<file path="src/rtl/mem_seq_if.sv">
// Bundle between the memory test sequencer and its environment: run control,
// memory-side bus and result reporting.
interface mem_seq_if #(
    parameter int DATA_W = 18,
    parameter int ADDR_W = 13
);
    logic              start;
    logic [ADDR_W-1:0] base_addr;
    logic [ADDR_W-1:0] word_cnt;
    logic [DATA_W-1:0] seed;
    logic [ADDR_W-1:0] mem_addr;
    logic [DATA_W-1:0] mem_wdata;
    logic              mem_we;
    logic              mem_re;
    logic [DATA_W-1:0] mem_rdata;
    logic              busy;
    logic              done;
    logic              pass;
    logic [ADDR_W-1:0] err_cnt;
    logic [ADDR_W-1:0] first_err_addr;

    modport master (
        output start, base_addr, word_cnt, seed, mem_rdata,
        input  mem_addr, mem_wdata, mem_we, mem_re, busy, done, pass, err_cnt, first_err_addr
    );

    modport slave (
        input  start, base_addr, word_cnt, seed, mem_rdata,
        output mem_addr, mem_wdata, mem_we, mem_re, busy, done, pass, err_cnt, first_err_addr
    );
endinterface

</file>
<file path="src/rtl/mem_seq_ctrl.sv">
// Self-checking memory sequencer: writes seed+i over a window of addresses,
// reads it back and reports pass, error count and first failing address.
module mem_seq_ctrl #(
    parameter int DATA_W = 18,
    parameter int ADDR_W = 13,
    parameter int RD_LAT = 1
) (
    input logic    clk,
    input logic    rst,
    mem_seq_if.slave bus
);
    localparam int DRW = (RD_LAT > 1) ? $clog2(RD_LAT) : 1;

    typedef enum logic [2:0] {IDLE, WRITE, READ, DRAIN, DONE} state_t;

    state_t            state, state_n;
    logic [ADDR_W-1:0] base_q, base_n, n_q, n_n, idx_q, idx_n;
    logic [DATA_W-1:0] seed_q, seed_n, exp_q, exp_n;
    logic [DRW-1:0]    drain_q, drain_n;
    logic [ADDR_W-1:0] addr_q, addr_n;
    logic [DATA_W-1:0] wdata_q, wdata_n;
    logic              we_q, we_n, re_q, re_n;
    logic              busy_q, busy_n, done_q, done_n, pass_q, pass_n;
    logic [ADDR_W-1:0] err_q, err_n, first_q, first_n;
    logic              chk_fail;

    // Compare pipeline: one slot per cycle of read latency
    logic              pipe_vld  [RD_LAT];
    logic [DATA_W-1:0] pipe_exp  [RD_LAT];
    logic [ADDR_W-1:0] pipe_addr [RD_LAT];

    always_comb begin
        chk_fail = pipe_vld[RD_LAT-1] && (bus.mem_rdata != pipe_exp[RD_LAT-1]);
        state_n  = state;
        base_n   = base_q;
        n_n      = n_q;
        seed_n   = seed_q;
        idx_n    = idx_q;
        exp_n    = exp_q;
        drain_n  = drain_q;
        addr_n   = addr_q;
        wdata_n  = wdata_q;
        we_n     = 1'b0;
        re_n     = 1'b0;
        busy_n   = busy_q;
        done_n   = 1'b0;
        pass_n   = pass_q;
        err_n    = err_q;
        first_n  = first_q;

        if (chk_fail) begin
            if (err_q != {ADDR_W{1'b1}})
                err_n = err_q + ADDR_W'(1);
            if (err_q == '0)
                first_n = pipe_addr[RD_LAT-1];
        end

        case (state)
            IDLE: begin
                busy_n = 1'b0;
                if (bus.start) begin
                    base_n  = bus.base_addr;
                    n_n     = bus.word_cnt;
                    seed_n  = bus.seed;
                    idx_n   = '0;
                    err_n   = '0;
                    first_n = '0;
                    pass_n  = 1'b0;
                    busy_n  = 1'b1;
                    if (bus.word_cnt == '0) begin
                        state_n = DONE;
                        done_n  = 1'b1;
                        pass_n  = 1'b1;
                    end else begin
                        state_n = WRITE;
                        we_n    = 1'b1;
                        addr_n  = bus.base_addr;
                        wdata_n = bus.seed;
                    end
                end
            end
            WRITE: begin
                if (idx_q == n_q - ADDR_W'(1)) begin
                    state_n = READ;
                    re_n    = 1'b1;
                    idx_n   = '0;
                    addr_n  = base_q;
                    exp_n   = seed_q;
                end else begin
                    we_n    = 1'b1;
                    idx_n   = idx_q + ADDR_W'(1);
                    addr_n  = addr_q + ADDR_W'(1);
                    wdata_n = wdata_q + DATA_W'(1);
                end
            end
            READ: begin
                if (idx_q == n_q - ADDR_W'(1)) begin
                    state_n = DRAIN;
                    drain_n = '0;
                end else begin
                    re_n   = 1'b1;
                    idx_n  = idx_q + ADDR_W'(1);
                    addr_n = addr_q + ADDR_W'(1);
                    exp_n  = exp_q + DATA_W'(1);
                end
            end
            DRAIN: begin
                // The final compare lands on this edge, so pass uses the updated count
                if (drain_q == DRW'(RD_LAT - 1)) begin
                    state_n = DONE;
                    done_n  = 1'b1;
                    pass_n  = (err_n == '0);
                end else begin
                    drain_n = drain_q + DRW'(1);
                end
            end
            DONE: begin
                state_n = IDLE;
                busy_n  = 1'b0;
            end
            default: state_n = IDLE;
        endcase
    end

    always_ff @(posedge clk or posedge rst) begin
        if (rst) begin
            state   <= IDLE;
            base_q  <= '0;
            n_q     <= '0;
            seed_q  <= '0;
            idx_q   <= '0;
            exp_q   <= '0;
            drain_q <= '0;
            addr_q  <= '0;
            wdata_q <= '0;
            we_q    <= 1'b0;
            re_q    <= 1'b0;
            busy_q  <= 1'b0;
            done_q  <= 1'b0;
            pass_q  <= 1'b0;
            err_q   <= '0;
            first_q <= '0;
            for (int j = 0; j < RD_LAT; j++) begin
                pipe_vld[j]  <= 1'b0;
                pipe_exp[j]  <= '0;
                pipe_addr[j] <= '0;
            end
        end else begin
            state   <= state_n;
            base_q  <= base_n;
            n_q     <= n_n;
            seed_q  <= seed_n;
            idx_q   <= idx_n;
            exp_q   <= exp_n;
            drain_q <= drain_n;
            addr_q  <= addr_n;
            wdata_q <= wdata_n;
            we_q    <= we_n;
            re_q    <= re_n;
            busy_q  <= busy_n;
            done_q  <= done_n;
            pass_q  <= pass_n;
            err_q   <= err_n;
            first_q <= first_n;
            pipe_vld[0]  <= re_q;
            pipe_exp[0]  <= exp_q;
            pipe_addr[0] <= addr_q;
            for (int j = 1; j < RD_LAT; j++) begin
                pipe_vld[j]  <= pipe_vld[j-1];
                pipe_exp[j]  <= pipe_exp[j-1];
                pipe_addr[j] <= pipe_addr[j-1];
            end
        end
    end

    assign bus.mem_addr       = addr_q;
    assign bus.mem_wdata      = wdata_q;
    assign bus.mem_we         = we_q;
    assign bus.mem_re         = re_q;
    assign bus.busy           = busy_q;
    assign bus.done           = done_q;
    assign bus.pass           = pass_q;
    assign bus.err_cnt        = err_q;
    assign bus.first_err_addr = first_q;
endmodule
</file>
<file path="src/flat_wrapper.sv">
// flat-port wrapper written by rule: the top's interface ports become plain ports
module mem_seq_ctrl_flat 
#(
    parameter int DATA_W = 18,
    parameter int ADDR_W = 13,
    parameter int RD_LAT = 1
)
  (clk, rst, bus_start, bus_base_addr, bus_word_cnt, bus_seed, bus_mem_rdata, bus_mem_addr, bus_mem_wdata, bus_mem_we, bus_mem_re, bus_busy, bus_done, bus_pass, bus_err_cnt, bus_first_err_addr);
  mem_seq_if #(.DATA_W(DATA_W), .ADDR_W(ADDR_W)) bus_i ();
  input logic clk;
  input logic rst;
  input wire logic [$bits(bus_i.start)-1:0] bus_start;
  input wire logic [$bits(bus_i.base_addr)-1:0] bus_base_addr;
  input wire logic [$bits(bus_i.word_cnt)-1:0] bus_word_cnt;
  input wire logic [$bits(bus_i.seed)-1:0] bus_seed;
  input wire logic [$bits(bus_i.mem_rdata)-1:0] bus_mem_rdata;
  output wire logic [$bits(bus_i.mem_addr)-1:0] bus_mem_addr;
  output wire logic [$bits(bus_i.mem_wdata)-1:0] bus_mem_wdata;
  output wire logic [$bits(bus_i.mem_we)-1:0] bus_mem_we;
  output wire logic [$bits(bus_i.mem_re)-1:0] bus_mem_re;
  output wire logic [$bits(bus_i.busy)-1:0] bus_busy;
  output wire logic [$bits(bus_i.done)-1:0] bus_done;
  output wire logic [$bits(bus_i.pass)-1:0] bus_pass;
  output wire logic [$bits(bus_i.err_cnt)-1:0] bus_err_cnt;
  output wire logic [$bits(bus_i.first_err_addr)-1:0] bus_first_err_addr;
  assign bus_i.start = bus_start;
  assign bus_i.base_addr = bus_base_addr;
  assign bus_i.word_cnt = bus_word_cnt;
  assign bus_i.seed = bus_seed;
  assign bus_i.mem_rdata = bus_mem_rdata;
  assign bus_mem_addr = bus_i.mem_addr;
  assign bus_mem_wdata = bus_i.mem_wdata;
  assign bus_mem_we = bus_i.mem_we;
  assign bus_mem_re = bus_i.mem_re;
  assign bus_busy = bus_i.busy;
  assign bus_done = bus_i.done;
  assign bus_pass = bus_i.pass;
  assign bus_err_cnt = bus_i.err_cnt;
  assign bus_first_err_addr = bus_i.first_err_addr;
  mem_seq_ctrl #(.DATA_W(DATA_W), .ADDR_W(ADDR_W), .RD_LAT(RD_LAT)) u_core (.clk(clk), .rst(rst), .bus(bus_i));
endmodule
</file>
<file path="config.mk">
export PLATFORM = sky130hd
export DESIGN_NAME = mem_seq_ctrl_flat
export DESIGN_NICKNAME = d
export VERILOG_FILES = /design/src/rtl/mem_seq_if.sv /design/src/rtl/mem_seq_ctrl.sv /design/src/flat_wrapper.sv
export SDC_FILE = /design/constraint.sdc
export NUM_CORES = 1
export LEC_CHECK = 0
export ABC_AREA = 1
export BUFFER_PORTS_ARGS = -buffer_cell sky130_fd_sc_hd__buf_2
export CORE_AREA = 5 5 135 137
export DETAILED_ROUTE_END_ITERATION = 8
export DIE_AREA = 0 0 140 142
export PLACE_DENSITY = 0.81
export SLEW_MARGIN = 20
export SYNTH_ARGS = -nofsm -noshare
export SYNTH_HDL_FRONTEND = slang
export SYNTH_SLANG_ARGS = --single-unit
</file>
<file path="constraint.sdc">
create_clock -name clk -period 6.4 [get_ports clk]
set_input_delay 0.32 -clock clk [delete_from_list [all_inputs] [get_ports clk]]
set_output_delay 0.32 -clock clk [all_outputs]
set_load 0.05 [all_outputs]
</file>
# --- After elaboration in Yosys (flattened, before gate mapping) ---
# Index checks and enable logic that the tools add are counted.
totals:
  elab_cells: 107
  output_inout_bits: 62
  inputBits: 65
  n_memories: 0
  ff_bits: 173
  latchBits: 0
  romBits: 0
  mem_bits_rw: 0
op_classes:
  n_mul: 0
  n_bitwise: 0
  magnitude_cmp: 0
  reduce_logical: 19
  shifts: 0
  n_addsub: 7
  div: 0
  n_mux: 48
  eq_ne: 14
op_table:
  columns: ["operator", "n"]
  rows:
  - ["13-bit 2-to-1 mux", 15]
  - ["18-bit 2-to-1 mux", 5]
  - ["13-bit case mux with 3 select lines", 2]
  - ["18-bit case mux with 2 select lines", 2]
  - ["13-bit by 1-bit adder with 13-bit output (second input constant)", 3]
  - ["13-bit zero test", 3]
  - ["18-bit by 1-bit adder with 18-bit output (second input constant)", 2]
  - ["18-bit != test", 1]
  - ["3-bit 2-to-1 mux", 5]
  - ["13-bit equality test", 1]
  - ["13-bit != test (second input constant)", 1]
  - ["13-bit by 1-bit subtractor with 13-bit output (second input constant)", 1]
  - ["1-bit 2-to-1 mux", 12]
  - ["1-bit case mux with 2 select lines", 6]
  - ["3-bit case mux with 4 select lines", 1]
  - ["4-bit AND reduction", 3]
  - ["2-bit != test (second input constant)", 5]
  - ["2-bit nonzero test", 5]
  - ["3-bit AND reduction", 3]
  - ["3-bit by 2-bit equality test with 1-bit output (second input constant)", 2]
  - ["2-bit by 1-bit != test with 1-bit output (second input constant)", 2]
  - ["2-bit AND reduction", 2]
  - ["3-bit by 1-bit equality test with 1-bit output (second input constant)", 1]
  - ["3-bit equality test (second input constant)", 1]
  - ["other kinds (4)", 4]

# --- Depth between registers and ports, before layout ---
depth:
  word_depth: 6
  mapped_depth: 19
  mapped_depth_nobuf: 18

# --- Worst setup path before layout ---
# OpenSTA, ideal clock, no wires.
synth_path:
  path_kind: "register to register"
  start: "reg u_core.wdata_q[0], in the netlist u_core.bus.mem_wdata[0]"
  end: "reg u_core.wdata_q[12], in the netlist u_core.bus.mem_wdata[12]"
  setup_ns: 0.123
  synth_period_minus_slack_ns: 2.227
  path_slack_ns: 4.173
  path_buffers: 0
  arrival_time_ns: 2.104
  t_required_ns: 6.277
  path_stages_with_launch: 14
  path_cell_list: "dfrtp_1 -> ha_1 -> nand3_1 -> nor2_1 -> nand2_1 -> inv_1 -> nand3_1 -> nor2_1 -> nand2_1 -> nor2_1 -> nand2_1 -> xnor2_1 -> nor2_1 -> o21ai_1"
synth_between:
  elab_chain_len: 3
synth_rtl:
  columns: ["item", "line", "rtl"]
  rows:
  - ["start: declaration", "mem_seq_ctrl.sv:21", "logic [DATA_W-1:0] wdata_q, wdata_n;"]
  - ["start signal: assignment", "mem_seq_ctrl.sv:157", "wdata_q <= wdata_n;"]
  - ["18-bit by 1-bit adder with 18-bit output", "mem_seq_ctrl.sv:93", "wdata_n = wdata_q + DATA_W'(1);"]
  - ["18-bit 2-to-1 mux", "mem_seq_ctrl.sv:83", "if (idx_q == n_q - ADDR_W'(1)) begin"]
  - ["18-bit case mux with 2 select lines", "mem_seq_ctrl.sv:58", "case (state)"]
# Every way passes these cells. The select of a mux whose other input is x is not followed.
# A chain may end at the register's enable or synchronous reset.

# --- Final worst setup path ---
layout_path:
  start: "reg u_core.state[2]"
  end: "reg u_core.addr_q[7], in the netlist u_core.bus.mem_addr[7]"
layout_between:
  elab_chain_len: 3
  elab_cells_between_ends: 9
  cone_classes: "eq/ne: 5; mux: 1; reduce/logical: 3"
layout_rtl:
  columns: ["item", "line", "rtl"]
  rows:
  - ["start: declaration", "mem_seq_ctrl.sv:16", "state_t state, state_n;"]
  - ["start signal: assignment", "mem_seq_ctrl.sv:149", "state <= state_n;"]
  - ["3-bit by 2-bit equality test with 1-bit output, or another cell as far along", "mem_seq_ctrl.sv:58", null]
  - ["2-bit != test (no line) / 3-bit nonzero test (equally long branches)", null, null]
  - ["4-bit AND reduction (no line)", null, null]
  - ["end signal: assignment", "mem_seq_ctrl.sv:156", "addr_q <= addr_n;"]
  - ["end: declaration", "mem_seq_ctrl.sv:20", "logic [ADDR_W-1:0] addr_q, addr_n;"]
# Parallel ways exist; a longest one is shown, timed or not.

==> impl.org <==
** Layout
- Cells with a size suffix above 1 make up 14.3% of the layout.
- Net count, final :: 1460
- 0 antenna diodes ended up in the layout.
- The filler cells instantiated in the layout total 1524.
- Compared with the post-synthesis result, the final layout area differs by 14.0%.
- Once layout is done, the placed cells without fillers occupy 0.0109 mm2.

** GRT
- The first global-routing pass estimated 38300 um of wire.
- Global routing used 23.3% of the available tracks across all layers.
- Entering global routing, the biggest net connects 110 pins.
- Global-route met1 utilization :: 31.3%
- met2 is the most crowded layer.
- The total overflow left after global routing is 0.
- In the global route stage, met3 resource usage came out at 4.57%.
- Via count of the first global-routing pass :: 7954
- The initial antenna violation count came to 0.
- Global-route met2 utilization :: 38.8%

** Logic synthesis
- When the netlist entered floorplanning its net count stood at 1351.
- For this run, the register share of the synthesized area comes to 45.0%.
- Yosys attributes the largest share of cell area to sky130_fd_sc_hd__dfrtp_1 45%, sky130_fd_sc_hd__nand2_1 16%, sky130_fd_sc_hd__inv_1 5.9%.
- Yosys mapped a number of flops with a built-in enable equal to 0.
- In this run the biggest area consumer among cell types represents 45.0% of the synthesized area.
- Main flop type after synthesis :: sky130_fd_sc_hd__dfrtp_1
- Among all cell types in the netlist, the one instantiated most often is sky130_fd_sc_hd__nand2_1.
- Number of distinct library cells after synthesis :: 44
- Cell accounting for the most synthesized area :: sky130_fd_sc_hd__dfrtp_1
- The mapped netlist covers 0.00957 mm2.
- Instance count of the mapped netlist :: 1279
- Mean area per synthesized cell :: 7.48 um2
- Seq cells post-synth :: 172
- Counting flops with an async set or reset pin after synthesis yields a share of 100%.
- Sorting the synthesized cells by how often they occur yields 417 x sky130_fd_sc_hd__nand2_1, 172 x sky130_fd_sc_hd__dfrtp_1, 151 x sky130_fd_sc_hd__inv_1.
- Yosys printed 0 warnings.

** Power and ir drop
- The share of total power dissipated in combinational logic is 39.8%.
- VDD sags by at most 0.000259 V.
- Cell area power density :: 436 mW/mm2
- Internal power consumption :: 2.64 mW
- Per report_power, the clock group accounts for 22.1% of the total.
- The analysis attributes to net switching a power of 2.12 mW.
- Switching portion of total power :: 44.6%
- Leakage :: 5.88 nW
- Portion of total power attributed to sequential cells :: 38.1%

** Floorplan
- Die W :: 140 um
- For this configuration, the core starts out at a cell density of 56.5%.
- The die covers 0.0199 mm2.
- I/O pin count :: 127
- The die is 142 um tall.
- The floorplan step defined a core boundary enclosing 0.0169 mm2.
- Num rows :: 48

** STA
- Worst-case headroom to the max-slew limit :: 24.5%
- Pin slew with the least headroom to its limit :: 1.12 ns
- The smallest clock period supported by the final layout is computed as 3.04 ns.
- Total setup violations reported at the end of the flow :: 0
- The worst path uses 47.5% of the clock period.
- Max-slew violations :: 0
- Hold slack :: 0.0948 ns
- Worst clock skew :: 0.00773 ns
- The final count of hold timing violations came to 0.
- Highest clock frequency the design can meet :: 0.329 GHz
- Setup repair after global routing left no endpoint under its margin.
- Summed over all failing endpoints, the final setup total negative slack is 0 ns.

** Worst setup path
- Arr. time, crit path :: 3.36 ns
- The startpoint identified for the worst register-to-register timing path is u_core.state[2].
- STA classifies the critical path startpoint as a flip-flop.
- Slowest CP cell :: sky130_fd_sc_hd__nor3_4
- The largest single stage delay on the critical path is 0.69 ns.
- The signal on the critical path passes through nor3_4 -> inv_1 -> nand2_1 -> inv_1 -> nand2_1 -> nand4_1 -> nor2_1 -> nor2_1.
- Capturing point of the worst reg2reg path :: u_core.bus.mem_addr[7]
- FF-to-FF setup slack :: 3.36 ns
- Required @ worst endpoint :: 6.72 ns
- Measured in cells, the most critical reg-to-reg path has a length of 8.
- Critical path endpoint category :: flip-flop
- Of all nets on the critical path, the largest fanout is 22.
- The critical path is of the reg2reg type.

** Clock network
- Clock-pin slew was measured on the worst setup and hold paths at 0.06 ns.
- TritonCTS clock tree :: yes
- The number of gates resized after CTS was 0.
- The cell sitting at the root of the clock tree is a sky130_fd_sc_hd__clkbuf_16.
- The clock tree synthesis step divided the H-tree into 4 levels.
- Clock latency of the later-clocked register in the worst-skew pair :: 0.43 ns
- Clock tree synthesis inserted a total of 17 buffers.
- The number of hold buffers added after CTS was 0.
- Clock Sinks :: 172
- Clock buffer depth :: 2
- In this run the post-CTS setup repair buffer count came out at 0.

** Routing
- Total vias in the final route :: 8477
- After detailed routing, the total wire length is 22700 um.
- Detailed Route Iter0 Violations :: 703
- Wire per inst :: 13.9 um
- Via/cell ratio :: 5.21
- For this run, the detailed router's first-pass iteration total came to 5.
- In the routed design, unresolved DRC markers number 0.
- Antenna-violating nets left :: 0

** Job
- Max Cap Violations :: 0

** Run status
- Run status :: finished, final reports clean

** Placement
- The congestion estimate from routability-driven global placement came to 0.931.
- Half-perimeter wire length of the detailed placement result :: 16100 um
- The count of buffers added on input and output ports is 126.
- Placement-stage cell area :: 0.0103 mm2

** Worst hold path
- In this run the worst hold path is classified as in2async.
==> worst max-delay path by stage <==
stage / from / to / slack, ns / cells past startpoint
after global placement: u_core.state[2] / u_core.bus.mem_addr[7] / 3.15 / 8
after floorplan: rst / u_core.base_q[0] / 1.42 / 1
after detailed placement: u_core.state[2] / u_core.bus.mem_addr[8] / 3.02 / 8
after CTS: u_core.state[2] / u_core.bus.mem_addr[8] / 2.99 / 8
after global routing: u_core.pipe_exp[4] / u_core.bus.first_err_addr[0] / 2.97 / 12
final: u_core.state[2] / u_core.bus.mem_addr[7] / 3.36 / 8
==> metal layers <==
layer	share of wire, %	vias up	wire length [um]
li1	-	4254	-
met1	43	3901	9700
met2	49	278	11000
met3	6.5	44	1470
met4	2.1	0	468
met5	0	-	0
==> layout make-up <==
| class | instances | area, um2 | share of cell area (%) |
|---|---|---|---|
| flip-flops and latches | 172 | 4300 | 39.5 |
| repair buffers | 130 | 664 | 6.09 |
| clock buffers | 19 | 453 | 4.15 |
| well taps | 225 | 282 | 2.58 |
| clock inverters | 13 | 154 | 1.41 |
| multi-input cells | 909 | 4450 | 40.8 |
| inverters | 158 | 601 | 5.51 |
==> cells in the final DEF, fill, tap and decap left out, types with 7 or more instances in the layout <==
master                        n
sky130_fd_sc_hd__a21oi_1     34
sky130_fd_sc_hd__buf_2      126
sky130_fd_sc_hd__clkbuf_16   17
sky130_fd_sc_hd__dfrtp_1    172
sky130_fd_sc_hd__ha_1         7
sky130_fd_sc_hd__inv_1      150
sky130_fd_sc_hd__nand2_1    417
sky130_fd_sc_hd__nand3_1     72
sky130_fd_sc_hd__nand3b_1     7
sky130_fd_sc_hd__nand4_1     20
sky130_fd_sc_hd__nor2_1     114
sky130_fd_sc_hd__nor3_1      20
sky130_fd_sc_hd__o211ai_1    14
sky130_fd_sc_hd__o21ai_0     74
sky130_fd_sc_hd__o21ai_1     13
sky130_fd_sc_hd__xnor2_1     10
sky130_fd_sc_hd__xor2_1      57
==> cell families after synthesis <==
group	share of synthesized area (%)
buffers and inverters	8.71
XOR/XNOR	6.13
AO/OA/AOI/OAI	8.74
multiplexers	0.314
AND/OR/NAND/NOR	30.2
adder cells (fa/ha/maj)	0.915
flip-flops	45.0
==> per-stage QoR <==
step / cells / worst slack [ns] / power [mW] / util [%]
6_report: 1626 / 3.36 / 4.76 / 64.4
5_1_grt: 1626 / 2.97 / 5.10 / 64.4
4_1_cts: 1625 / 2.99 / 4.77 / 64.3
3_5_place_dp: 1593 / 3.02 / 3.71 / 60.7
3_3_place_gp: 1593 / 3.15 / 3.65 / 60.7
2_1_floorplan: 1279 / 1.42 / 3.24 / -
==> registers in the layout, summed over array words and instances, names as in the netlist, 18 cells and up <==
register / cells
u_core.bus.mem_wdata: 18
u_core.exp_q: 18
u_core.pipe_exp: 18
u_core.seed_q: 18
==> power groups by stage <==
stage	clock (mW)	combinational, mW	sequential, mW
global placement	0	1.84	1.81
CTS	1.06	1.90	1.81
floorplan	0	0.966	2.27
finish	1.05	1.89	1.82
detailed placement	0	1.89	1.82
global route	1.12	2.11	1.86
==> critical path, delay by kind of cell (launching register included) <==
| kind | cells | cell delay (ns) |
|---|---|---|
| DFF | 1 | 0.42 |
| buffers and inverters | 2 | 0.81 |
| and+or+nand+nor | 6 | 1.68 |
(Power assumes the default switching activity.)
